===== config.mk =====
export PLATFORM = sky130hd
export DESIGN_NAME = sipo_frame_ctrl
export DESIGN_NICKNAME = d
export VERILOG_FILES = /design/src/rtl/sipo_frame_ctrl.sv
export SDC_FILE = /design/constraint.sdc
export NUM_CORES = 1
export LEC_CHECK = 0
export BUFFER_PORTS_ARGS = -buffer_cell sky130_fd_sc_hd__buf_2
export CAP_MARGIN = 20
export CORE_ASPECT_RATIO = 0.75
export CORE_MARGIN = 2
export CORE_UTILIZATION = 40
export CTS_CLUSTER_SIZE = 28
export DETAILED_ROUTE_END_ITERATION = 7
export GPL_TIMING_DRIVEN = 0
export PLACE_DENSITY = 0.76
export SLEW_MARGIN = 40
export SYNTH_ARGS = -nofsm -noshare
export SYNTH_HDL_FRONTEND = slang
export SYNTH_SLANG_ARGS = --single-unit

===== constraint.sdc =====
create_clock -name clk -period 2.44 [get_ports clk]
set_clock_uncertainty 0.2 [all_clocks]
set_input_delay 0.244 -clock clk [delete_from_list [all_inputs] [get_ports clk]]
set_output_delay 0.244 -clock clk [all_outputs]
set_load 0.02 [all_outputs]

===== src/rtl/sipo_frame_ctrl.sv =====
// sipo_frame_ctrl: sequences an external SIPO shift register through one
// frame (clear, WIDTH shifts, capture), hands the captured word to a
// valid/ready consumer, counts accepted words and flags lost start requests.
module sipo_frame_ctrl #(
    parameter int unsigned WIDTH = 4,
    parameter int unsigned CNTW  = 8
) (
    input  logic             clk,
    input  logic             rst,
    input  logic             start,
    input  logic [WIDTH-1:0] sipo_q,
    input  logic             ready,
    input  logic             clr_ovr,
    output logic             sipo_clr,
    output logic             shift_en,
    output logic [WIDTH-1:0] data_out,
    output logic             valid,
    output logic             busy,
    output logic             overrun,
    output logic [CNTW-1:0]  frame_cnt
);

    localparam int unsigned BW = (WIDTH > 1) ? $clog2(WIDTH) : 1;

    typedef enum logic [2:0] {
        IDLE  = 3'd0,
        CLR   = 3'd1,
        SHIFT = 3'd2,
        LATCH = 3'd3,
        HOLD  = 3'd4
    } state_t;

    state_t        state;
    logic [BW-1:0] bit_cnt;

    // Frame FSM; every strobe is a flop loaded together with the state it
    // belongs to, so no output has a combinational path from an input.
    always_ff @(posedge clk or negedge rst) begin
        if (!rst) begin
            state     <= IDLE;
            bit_cnt   <= '0;
            sipo_clr  <= 1'b0;
            shift_en  <= 1'b0;
            data_out  <= '0;
            valid     <= 1'b0;
            busy      <= 1'b0;
            overrun   <= 1'b0;
            frame_cnt <= '0;
        end else begin
            sipo_clr <= 1'b0;
            shift_en <= 1'b0;

            // Start seen outside IDLE is lost; a set on the same edge as a clear wins.
            if (start && (state != IDLE)) begin
                overrun <= 1'b1;
            end else if (clr_ovr) begin
                overrun <= 1'b0;
            end

            case (state)
                IDLE: begin
                    if (start) begin
                        state    <= CLR;
                        sipo_clr <= 1'b1;
                        busy     <= 1'b1;
                    end
                end
                CLR: begin
                    state    <= SHIFT;
                    shift_en <= 1'b1;
                    bit_cnt  <= '0;
                end
                SHIFT: begin
                    if (bit_cnt == BW'(WIDTH - 1)) begin
                        state   <= LATCH;
                        bit_cnt <= '0;
                    end else begin
                        bit_cnt  <= bit_cnt + BW'(1);
                        shift_en <= 1'b1;
                    end
                end
                LATCH: begin
                    state    <= HOLD;
                    data_out <= sipo_q;
                    valid    <= 1'b1;
                end
                HOLD: begin
                    if (ready) begin
                        state     <= IDLE;
                        valid     <= 1'b0;
                        busy      <= 1'b0;
                        frame_cnt <= frame_cnt + CNTW'(1);
                    end
                end
                default: begin
                    state <= IDLE;
                    valid <= 1'b0;
                    busy  <= 1'b0;
                end
            endcase
        end
    end

endmodule

-- Yosys cells after proc, flatten, opt, wreduce, memory -nomap -nowiden
Cells that the tools add are included.
- register bits after elaboration: 22
- bits in latches: 0
- memory bits (writable): 0
- ROM bits: 0
- bits of input ports: 9
- output and inout bits: 17
- memories: 0
- add/subtract/negate cells: 2
- $mul: 0
- divide/modulo/power cells: 0
- $lt $le $gt $ge: 0
- equality and inequality tests: 8
- shift operators: 0
- mux-type cells: 16
- bitwise logic cells: 2
- reduce and logical (&&, ||, !) cells: 11
- operators with widths (operator ; number):
    3-bit one-hot mux with 5 select lines ; 1
    3-bit 2-to-1 mux ; 3
    8-bit by 1-bit adder with 8-bit output (second input constant) ; 1
    1-bit 2-to-1 mux ; 7
    3-bit by 2-bit equality test with 1-bit output (second input constant) ; 2
    2-bit != test (second input constant) ; 3
    1-bit one-hot mux with 3 select lines ; 2
    3-bit AND reduction ; 2
    3-bit OR reduction ; 2
    2-bit one-hot mux with 2 select lines ; 1
    2-bit AND reduction ; 2
    2-bit nonzero test ; 2
    3-bit by 1-bit equality test with 1-bit output (second input constant) ; 1
    3-bit equality test (second input constant) ; 1
    3-bit logical NOT ; 1
    3-bit nonzero test ; 1
    2-bit by 1-bit adder with 2-bit output (second input constant) ; 1
    2-bit equality test (second input constant) ; 1
    2-bit 2-to-1 mux ; 1
    1-bit inverter ; 2
    1-bit one-hot mux with 2 select lines ; 1
    1-bit logical AND ; 1

-- Longest topological paths before layout
- word-level depth: 4
- mapped depth: 4
- mapped depth without buffers: 4

-- Least setup slack after synthesis
Ideal clock, no wire load.
- path type: flip-flop to flip-flop
- from: reg state[0]
- to: reg frame_cnt[7]
- setup time: 79 ps
- arrival: 1158 ps
- required time: 2161 ps
- setup slack: 1002 ps
- cell stages (with the launch flop): 5
- cells stage by stage: dfrtp_1 nand4bb_1 buf_2 nor4_4 xor2_1
- longest elaborated chain between the ends: 2
- ends and longest elaborated chain (element ; line ; text):
    start: declaration ; 33 ; state_t state;
    start signal: assignment ; 40 ; state <= IDLE;
    start signal: assignment ; 63 ; state <= CLR;
    start signal: assignment ; 69 ; state <= SHIFT;
    3-bit equality test ; 60 ; case (state)
    2-bit AND reduction (no line) ; n/a ;
    end signal: assignment ; 92 ; frame_cnt <= frame_cnt + CNTW'(1);
    end: declaration ; 20 ; output logic [CNTW-1:0] frame_cnt
No other way between the ends.
A chain may end at the register's enable or synchronous reset.

-- Worst setup path after layout
- from: reg state[0]
- to: reg frame_cnt[6]
Same word-level chain as after synthesis.

==> metrics <==
area delta synth->final 27.5%; Via density 4.86; register area share after synthesis 57.4%; count of input and output buffers 25; critical path endpoint category flop; Post-CTS Resized 0; worst setup path class flop to flop; R2R Setup Slk 0.88 ns; Die Y 46.4 um; Post-Syn Instances 83; Final Cycle Share 64.1%; initial antenna violation count 0; Tightest Pin Transition 0.487 ns; Max Root-Sink Buffers 2; # diodes 0; ys async rst share 100%; # IOs 26; RSZ-0062 raised after global routing no; Initial Utilization 41.9%; syn_nets 94; Worst EP required 2.49 ns; post-CTS setup repair buffer count 0; Pre-Repair DR Iteration Count 4; DIE WIDTH 60.5 um; Worst setup SP type flop; CTS tree built; pwr/cell area 1160 nW/um2; htree depth 1; area share of the largest cell type after synthesis 57.4%; global-route wire length before repair 2.88 mm; number of global-route vias before repair 660; core area 2290 um2; die area 2810 um2; post-route ant nets 0; Num CTS Buffers 3; row count 15; Max VDD drop 0.615 mV; Final Max Tran Viols 0; Static Leak 0.000618 uW; share of cells above drive strength 1 32.2%; Yosys top cell by area dfrtp_1; Crit Path Max Fanout 7; vias 739; worst path arrival time 1.61 ns; final setup TNS 0 ns; area of the multi-input gates 382 um2; EDFF count, synth 0; relative slew slack 67.5%; GRT Residual Overflow 0; setup ws final 0.875 ns; Util after Layout 53.4%; final-stage net count 130; number of remaining DRC errors 0; clock sinks 22; Hold Path Depth 3; Avg Inst Size Synth 11.5 um2; Register Area 551 um2; DRT iter0 DRCs 8; endpoints failing hold 0; Tot GR Track Use 14.6%; Routed Wire Length 1.84 mm; largest net degree at the start of global routing 23; Synth area leaders dfrtp_1 (57%), mux2_2 (5.9%), xor2_1 (4.6%); synth warn 0; Post-Layout Cell Count 152; pre-CTS setup slack 0.900 ns; mapped cell area 958 um2; Yosys reg bits 22; WL/cell 12.1 um; clock slew at reported path FFs 0.12 ns; setup violators final 0; Yosys cell types 23; fin crit period 1.56 ns; Root Driver clkbuf_4; Reg2Reg Depth 4; MaxCap Viol Count 0; ys flop type dfrtp_1; Fillers 220; clock latency on the worst-skew pair 0.31 ns; Fmax 639 MHz; Min-Delay Path Class primary input to flop; routability congestion estimate 0.702; dpl cells 142; dpl hpwl 1.34 mm; status complete, no violations
==> area by class of cell <==
class	instances	share of cell area, %
plain buffers	4	1.54
multi-input cells	55	31.2
clock buffers	4	2.97
inverters	2	0.614
repair buffers	31	15.1
well taps	34	3.48
flip-flops and latches	22	45.0
==> timing repair <==
action                                  4_1_cts  5_1_grt
endpoints found under the hold margin        27        0
endpoints found under the setup margin        0        0
hold buffers                                  6        0
==> synth_stat cells, drive strengths merged, types with 2 or more instances <==
master  count
dfrtp      22
o21ai       7
nand2       6
a21oi       5
mux2        5
nor2        5
xor2        5
nor3        4
buf         3
nand3       3
xnor2       3
ha          2
inv         2
nor3b       2
nor4        2
==> critical path, cell delays in order (launching register included) <==
cell and delay (ns):
dfrtp_1 0.46, nand4bb_1 0.20, buf_2 0.19, nor3_1 0.28, xor2_1 0.16
==> power breakdown <==
| part | internal (uW) | switching, uW | leakage [uW] | total [uW] |
|---|---|---|---|---|
| registers | 498 | 97.6 | 0.000277 | 595 |
| clock network | 91.3 | 109 | 0.0000210 | 200 |
| logic | 254 | 363 | 0.000320 | 617 |
==> cell usage in the layout (no fill, tap or decap), drive strengths merged <==
master	netlist	layout
ha	2	2
dlygate4sd3	0	6
nand4	1	1
nor3b	2	2
mux2i	1	1
dfrtp	22	22
a21oi	5	5
o31ai	1	1
o21ai	7	7
xnor2	3	3
mux2	5	5
nor4	2	2
nand2	6	6
clkbuf	1	5
buf	3	28
nand3b	1	1
nor4b	1	1
nor3	4	4
xor2	5	5
nand3	3	3
nor2	5	5
nand4bb	1	1
inv	2	2
==> sequential cells by signal (all words and copies together), names as in the netlist <==
register	flops
sipo_clr	1
state	3
frame_cnt	8
bit_cnt	2
overrun	1
data_out	4
busy	1
shift_en	1
valid	1
==> metrics by stage <==
| stage | hold WS (ns) | area [um2] | total power [uW] |
|---|---|---|---|
| after floorplan | -0.252 | 958 | 1020 |
| after global placement | 0.0287 | 1130 | 1180 |
| after detailed placement | 0.0290 | 1130 | 1210 |
| after CTS | 0.00375 | 1220 | 1430 |
| after global routing | 0.0207 | 1220 | 1520 |
| final | 0.0102 | 1220 | 1410 |
==> routing by layer <==
layer,up-vias,part of all wire (%),GRT usage [%]
met1,357,47,18.3
met2,18,47,23.7
li1,360,-,-
met5,-,0,0
met4,0,1.4,5.22
met3,4,4.7,5.06
==> cell families (layout without fill, tap and decap cells) <==
logic type | count (synthesis) | after routing | share of synthesized area, %
AO/OA/AOI/OAI | 13 | 13 | 7.05
flip-flops | 22 | 22 | 57.4
AND/OR/NAND/NOR | 26 | 26 | 15.9
multiplexers | 6 | 6 | 6.92
adder cells (fa/ha/maj) | 2 | 2 | 2.61
buffers and inverters | 6 | 41 | 2.74
XOR/XNOR | 8 | 8 | 7.31
==> path summary, 6_finish.rpt <==
| check | startpoint | end |
|---|---|---|
| max in group asynchronous | rst | data_out[2] |
| max reg2reg | state[0] | frame_cnt[6] |
| max | state[0] | frame_cnt[6] |
| min reg2reg | frame_cnt[7] | frame_cnt[7] |
| min | start | overrun |
| min in group asynchronous | rst | frame_cnt[7] |
Note: power is estimated with default switching activity, not from simulation.
